===== src/rtl/alu_arb_pkg.sv =====
`timescale 1ns/1ps
`default_nettype none
// ============================================================================
// Package  : alu_arb_pkg
// Brief    : Shared FSM encoding and ALU operation-class codes for alu_arbiter.
// Revision : 1.0
// ============================================================================
package alu_arb_pkg;

    typedef enum logic [1:0] {
        IDLE = 2'd0,
        EXEC = 2'd1,
        RESP = 2'd2
    } arb_state_t;

    localparam logic [1:0] ALU_OP_ADDR   = 2'b00;
    localparam logic [1:0] ALU_OP_BRANCH = 2'b01;
    localparam logic [1:0] ALU_OP_ARITH  = 2'b10;

endpackage
`default_nettype wire


===== src/rtl/rr_arb2.sv =====
`timescale 1ns/1ps
`default_nettype none
// ============================================================================
// Module   : rr_arb2
// Brief    : Two-way round-robin arbiter, combinational one-hot grant.
// Revision : 1.0
// ============================================================================
module rr_arb2 (
    input  logic [1:0] req,
    input  logic       last_grant,
    output logic [1:0] grant
);

    always_comb begin
        grant = 2'b00;
        case (req)
            2'b01:   grant = 2'b01;
            2'b10:   grant = 2'b10;
            // On a tie the requester that did not win last time goes first.
            2'b11:   grant = last_grant ? 2'b01 : 2'b10;
            default: grant = 2'b00;
        endcase
    end

endmodule
`default_nettype wire


===== src/rtl/alu_arbiter.sv =====
`timescale 1ns/1ps
`default_nettype none
// ============================================================================
// Module   : alu_arbiter
// Brief    : Shares one external combinational ALU between two requesters,
//            one transaction per IDLE/RESP -> EXEC -> RESP pass.
// Revision : 1.0
// ============================================================================
module alu_arbiter
    import alu_arb_pkg::*;
#(
    parameter int DATA_W = 32,
    parameter int NREQ   = 2
) (
    input  logic              clk,
    input  logic              rst,
    input  logic [NREQ-1:0]   req_valid,
    output logic [NREQ-1:0]   req_ready,
    input  logic [DATA_W-1:0] req_a      [NREQ],
    input  logic [DATA_W-1:0] req_b      [NREQ],
    input  logic [6:0]        req_funct7 [NREQ],
    input  logic [2:0]        req_funct3 [NREQ],
    input  logic [1:0]        req_alu_op [NREQ],
    output logic [NREQ-1:0]   resp_valid,
    input  logic [NREQ-1:0]   resp_ready,
    output logic [DATA_W-1:0] resp_c     [NREQ],
    output logic [NREQ-1:0]   resp_zero,
    output logic [DATA_W-1:0] alu_a,
    output logic [DATA_W-1:0] alu_b,
    output logic [6:0]        alu_funct7,
    output logic [2:0]        alu_funct3,
    output logic [1:0]        alu_op,
    input  logic [DATA_W-1:0] alu_c,
    input  logic              alu_zero
);

    arb_state_t        r_state;
    arb_state_t        w_state_nxt;
    logic              r_last_grant;
    logic              r_owner;
    logic [1:0]        w_grant;
    logic              w_grant_idx;
    logic              w_accept;
    logic              w_resp_done;

    logic [DATA_W-1:0] r_a;
    logic [DATA_W-1:0] r_b;
    logic [6:0]        r_funct7;
    logic [2:0]        r_funct3;
    logic [1:0]        r_op;
    logic [DATA_W-1:0] r_c;
    logic              r_zero;

    rr_arb2 u_rr_arb2 (
        .req        (req_valid),
        .last_grant (r_last_grant),
        .grant      (w_grant)
    );

    assign w_grant_idx = w_grant[1];
    assign w_resp_done = (r_state == RESP) && resp_ready[r_owner];

    always_ff @(posedge clk or posedge rst) begin
        if (rst) begin
            r_state <= IDLE;
        end else begin
            r_state <= w_state_nxt;
        end
    end

    always_comb begin
        w_state_nxt = r_state;
        w_accept    = 1'b0;
        case (r_state)
            IDLE: begin
                if (|req_valid) begin
                    w_accept    = 1'b1;
                    w_state_nxt = EXEC;
                end
            end
            EXEC: begin
                w_state_nxt = RESP;
            end
            RESP: begin
                // A pending request is taken on the very edge the result is consumed.
                if (w_resp_done) begin
                    if (|req_valid) begin
                        w_accept    = 1'b1;
                        w_state_nxt = EXEC;
                    end else begin
                        w_state_nxt = IDLE;
                    end
                end
            end
            default: begin
                w_state_nxt = IDLE;
            end
        endcase
        req_ready = w_accept ? w_grant : 2'b00;
    end

    always_ff @(posedge clk or posedge rst) begin
        if (rst) begin
            r_last_grant <= 1'b1;
            r_owner      <= 1'b0;
            r_a          <= '0;
            r_b          <= '0;
            r_funct7     <= '0;
            r_funct3     <= '0;
            r_op         <= '0;
            r_c          <= '0;
            r_zero       <= 1'b0;
        end else begin
            if (w_accept) begin
                r_last_grant <= w_grant_idx;
                r_owner      <= w_grant_idx;
                r_a          <= req_a[w_grant_idx];
                r_b          <= req_b[w_grant_idx];
                r_funct7     <= req_funct7[w_grant_idx];
                r_funct3     <= req_funct3[w_grant_idx];
                r_op         <= req_alu_op[w_grant_idx];
            end
            if (r_state == EXEC) begin
                r_c    <= alu_c;
                r_zero <= alu_zero;
            end
        end
    end

    // Operand registers drive the ALU directly, so its inputs only move on a grant.
    assign alu_a      = r_a;
    assign alu_b      = r_b;
    assign alu_funct7 = r_funct7;
    assign alu_funct3 = r_funct3;
    assign alu_op     = r_op;

    for (genvar i = 0; i < NREQ; i++) begin : g_resp
        assign resp_valid[i] = (r_state == RESP) && (r_owner == 1'(i));
        assign resp_c[i]     = (r_owner == 1'(i)) ? r_c : '0;
        assign resp_zero[i]  = (r_owner == 1'(i)) ? r_zero : 1'b0;
    end

endmodule
`default_nettype wire


===== config.mk =====
export PLATFORM = sky130hd
export DESIGN_NAME = alu_arbiter
export DESIGN_NICKNAME = d
export VERILOG_FILES = /design/src/rtl/alu_arb_pkg.sv /design/src/rtl/rr_arb2.sv /design/src/rtl/alu_arbiter.sv
export SDC_FILE = /design/constraint.sdc
export NUM_CORES = 1
export LEC_CHECK = 0
export CORE_MARGIN = 2
export CORE_UTILIZATION = 30
export CTS_CLUSTER_SIZE = 40
export DETAILED_ROUTE_END_ITERATION = 12
export PLACE_DENSITY = 0.74
export SLEW_MARGIN = 20
export SYNTH_ARGS = -nofsm -noshare
export SYNTH_HDL_FRONTEND = slang
export SYNTH_SLANG_ARGS = --single-unit

===== constraint.sdc =====
create_clock -name clk -period 5.52 [get_ports clk]
set_input_delay 0.828 -clock clk [delete_from_list [all_inputs] [get_ports clk]]
set_output_delay 0.828 -clock clk [all_outputs]
set_load 0.02 [all_outputs]

==> impl_metrics.ini <==
[floorplanning]
num_rows = 49
die-area_mm2 = 0.0198
start_util = 0.309
die_w_um = 141
die_h_um = 141
core_area_mm2 = 0.0181
io_pins = 337

[drt]
drt-met1-wl_um = 6240
drtIter0Drc = 101
post_drt_wl_per_cell_um = 17.0
drtPass1Iterations = 4
ant_nets = 0
viasPerCell = 4.49
drcViolationCount = 0
routed_wl_um = 16600
dr_wl_met2_um = 8890
vias = 4402
highest_layer = met4
wl_met3_um = 1140

[placement]
place_hpwl_um = 12800
port-buffer-count = 336
place_area_mm2 = 0.00915
gp_congestion = 0.811

[finish]
nets = 929
antenna_cells = 0
layout-drive-gt1-share = 0.293
final_cell_area_mm2 = 0.00978
areaGrowthSynthToFinish_pct = 74.6

[yosys]
synth-simple-area-share = 0.0811
yosys.area_share.adder = 0
synth.cell_area_mm2 = 0.00560
ys_top_cells_by_area = dfrtp_1 50%, mux2_2 36%, nor2b_1 4.1%
synth.area.mux_share = 0.378
seq_area_frac_synth = 0.505
synth.avg_cell_area_um2 = 13.8
synth_top_family_by_area = multiplexers
synth_top_area_frac = 0.500
synth_seq_cells = 113
synth_warnings = 0
synth-compound-area-share = 0.00625
synthXorXnorAreaFrac = 0
yosys.area.top_type = dfrtp_1
synthCells = 406
syn-num-nets = 597
ys_types = 15

[run]
cap_violations = 0

[power_and_ir_drop]
switchingPower_mw = 2.07
switching_share = 0.355
ir_worst_vdd_uv = 318
combPwrFrac = 0.528
seq_power_share = 0.269
clockPowerShare = 0.203
p_int_mw = 3.75
leakagePower_nw = 3.88
power.density_mw_per_mm2 = 595

[timing]
hold_violations = 0
worst_slew_pin_slew_ns = 0.961
max_freq_mhz = 245
tns_ns = 0
rsz0062_at_grt = no
setup_viol = 0
timing.hold.ws_ns = 0.483
min_period_ns = 4.08
clock_skew_ns = 0.00988
maxSlewHeadroom = 0.358
drv_slew = 0
finalCritPeriodShare = 0.740

[critical_path]
endpoint_kind = output pin
required_ns = 4.69
r2r_setup_slack_ns = 2.34
crit_family = buffers and inverters
crit_buf_inv = 2
critical-path-max-stage-delay_ns = 0.97
worstPathArrival_ns = 3.26
start_kind = register
timing_worst_setup_path_type = register to output pin
cp_max_fo = 70
path_cells = mux2i_1, a211oi_4, buf_4, and2_1, clkdlybuf4s50_1
cp_slowest_cell = dfrtp_2

[grt]
grt_pass1_vias = 4748
grt_pass1_wl_um = 25600
grt-ovfl-total = 0
antenna_found_initial = 0
grt_usage = 0.168
grt_max_degree = 75

[cts]
clkTransAtPathRegs_ns = 0.05
cts.path.max_buffers = 2
cts_tree = yes
insertion_delay_ns = 0.41
cts-resized-gates = 0
clock-sinks = 113
cts_buffers = 17
h-tree-depth = 4
clock_tree.root_cell = clkbuf_16
post_cts_buffers = 0
postCtsHoldBufs = 0

[status]
outcome = complete, no violations

[min_path]
holdCritPathClass = register to register
cell families after synthesis:
group | count (synthesis)
compound gates | 3
flops | 113
buf+inv | 29
mux | 188
simple gates | 73
synth_stat cells:
master	n
nor2b_1	37
mux2i_1	1
buf_6	8
mux2_2	180
nor2_1	1
inv_1	1
a211oi_4	1
a21o_1	1
a21boi_0	1
clkbuf_1	17
buf_1	3
and2_1	35
dfrtp_1	112
dfstp_2	1
mux2_1	7
power groups by stage:
| stage | clock [mW] | combinational [mW] | sequential [mW] |
|---|---|---|---|
| floorplan | 0 | 1.41 | 1.83 |
| global placement | 0 | 3.07 | 1.55 |
| detailed placement | 0 | 3.11 | 1.58 |
| CTS | 1.21 | 3.12 | 1.57 |
| global route | 1.25 | 3.23 | 1.63 |
| finish | 1.18 | 3.07 | 1.57 |
registers in the layout, summed over array words and instances, names as in the netlist:
name / count
r_state: 2
alu_op: 2
alu_a: 32
alu_funct3: 3
r_c: 32
alu_funct7: 7
r_zero: 1
r_last_grant: 1
r_owner: 1
alu_b: 32
layout by cell type (no fill, tap or decap), types with 2 or more instances in the layout:
master / instances
nor2b_1: 36
clkbuf_1: 3
clkinv_2: 4
buf_4: 5
mux2_1: 7
dfrtp_1: 111
clkdlybuf4s50_1: 336
clkbuf_16: 17
bufinv_16: 5
clkinvlp_4: 2
mux2_2: 180
and2_1: 35
per-layer routing:
metal | track usage | vias up
met5 | 0 | -
met4 | 0.0695 | 0
met3 | 0.0510 | 24
met2 | 0.310 | 180
met1 | 0.177 | 2127
li1 | - | 2071
final timing paths:
kind                                             from                         to  depth (start not counted)
worst min register to register  alu_a[29]$_DFFE_PP0P_      alu_a[29]$_DFFE_PP0P_                          1
worst min-delay path            alu_a[29]$_DFFE_PP0P_      alu_a[29]$_DFFE_PP0P_                          1
max in group asynchronous                         rst      alu_a[26]$_DFFE_PP0P_                          3
worst max-delay path              r_owner$_DFFE_PP0P_               req_ready[1]                          5
worst max register to register    r_owner$_DFFE_PP0P_       alu_a[7]$_DFFE_PP0P_                          5
min in group asynchronous                         rst  alu_funct7[1]$_DFFE_PP0P_                          2
stage by stage:
stage	util	power [mW]	instances	setup slack, ns
after floorplan	-	3.24	406	1.71
after global placement	0.504	4.62	948	1.71
after detailed placement	0.504	4.69	948	1.69
after CTS	0.539	5.90	980	1.36
after global routing	0.539	6.12	980	1.19
final	0.539	5.82	980	1.44
final cells by class:
| class | instances | area, um2 |
|---|---|---|
| clock buffer | 21 | 450 |
| clock inverter | 11 | 185 |
| fill | 1509 | 8360 |
| tap | 229 | 287 |
| inverter | 1 | 6.26 |
| multi-input combinational | 264 | 2620 |
| timing repair buffer | 341 | 3400 |
| sequential | 113 | 2830 |
(Power assumes the default switching activity.)
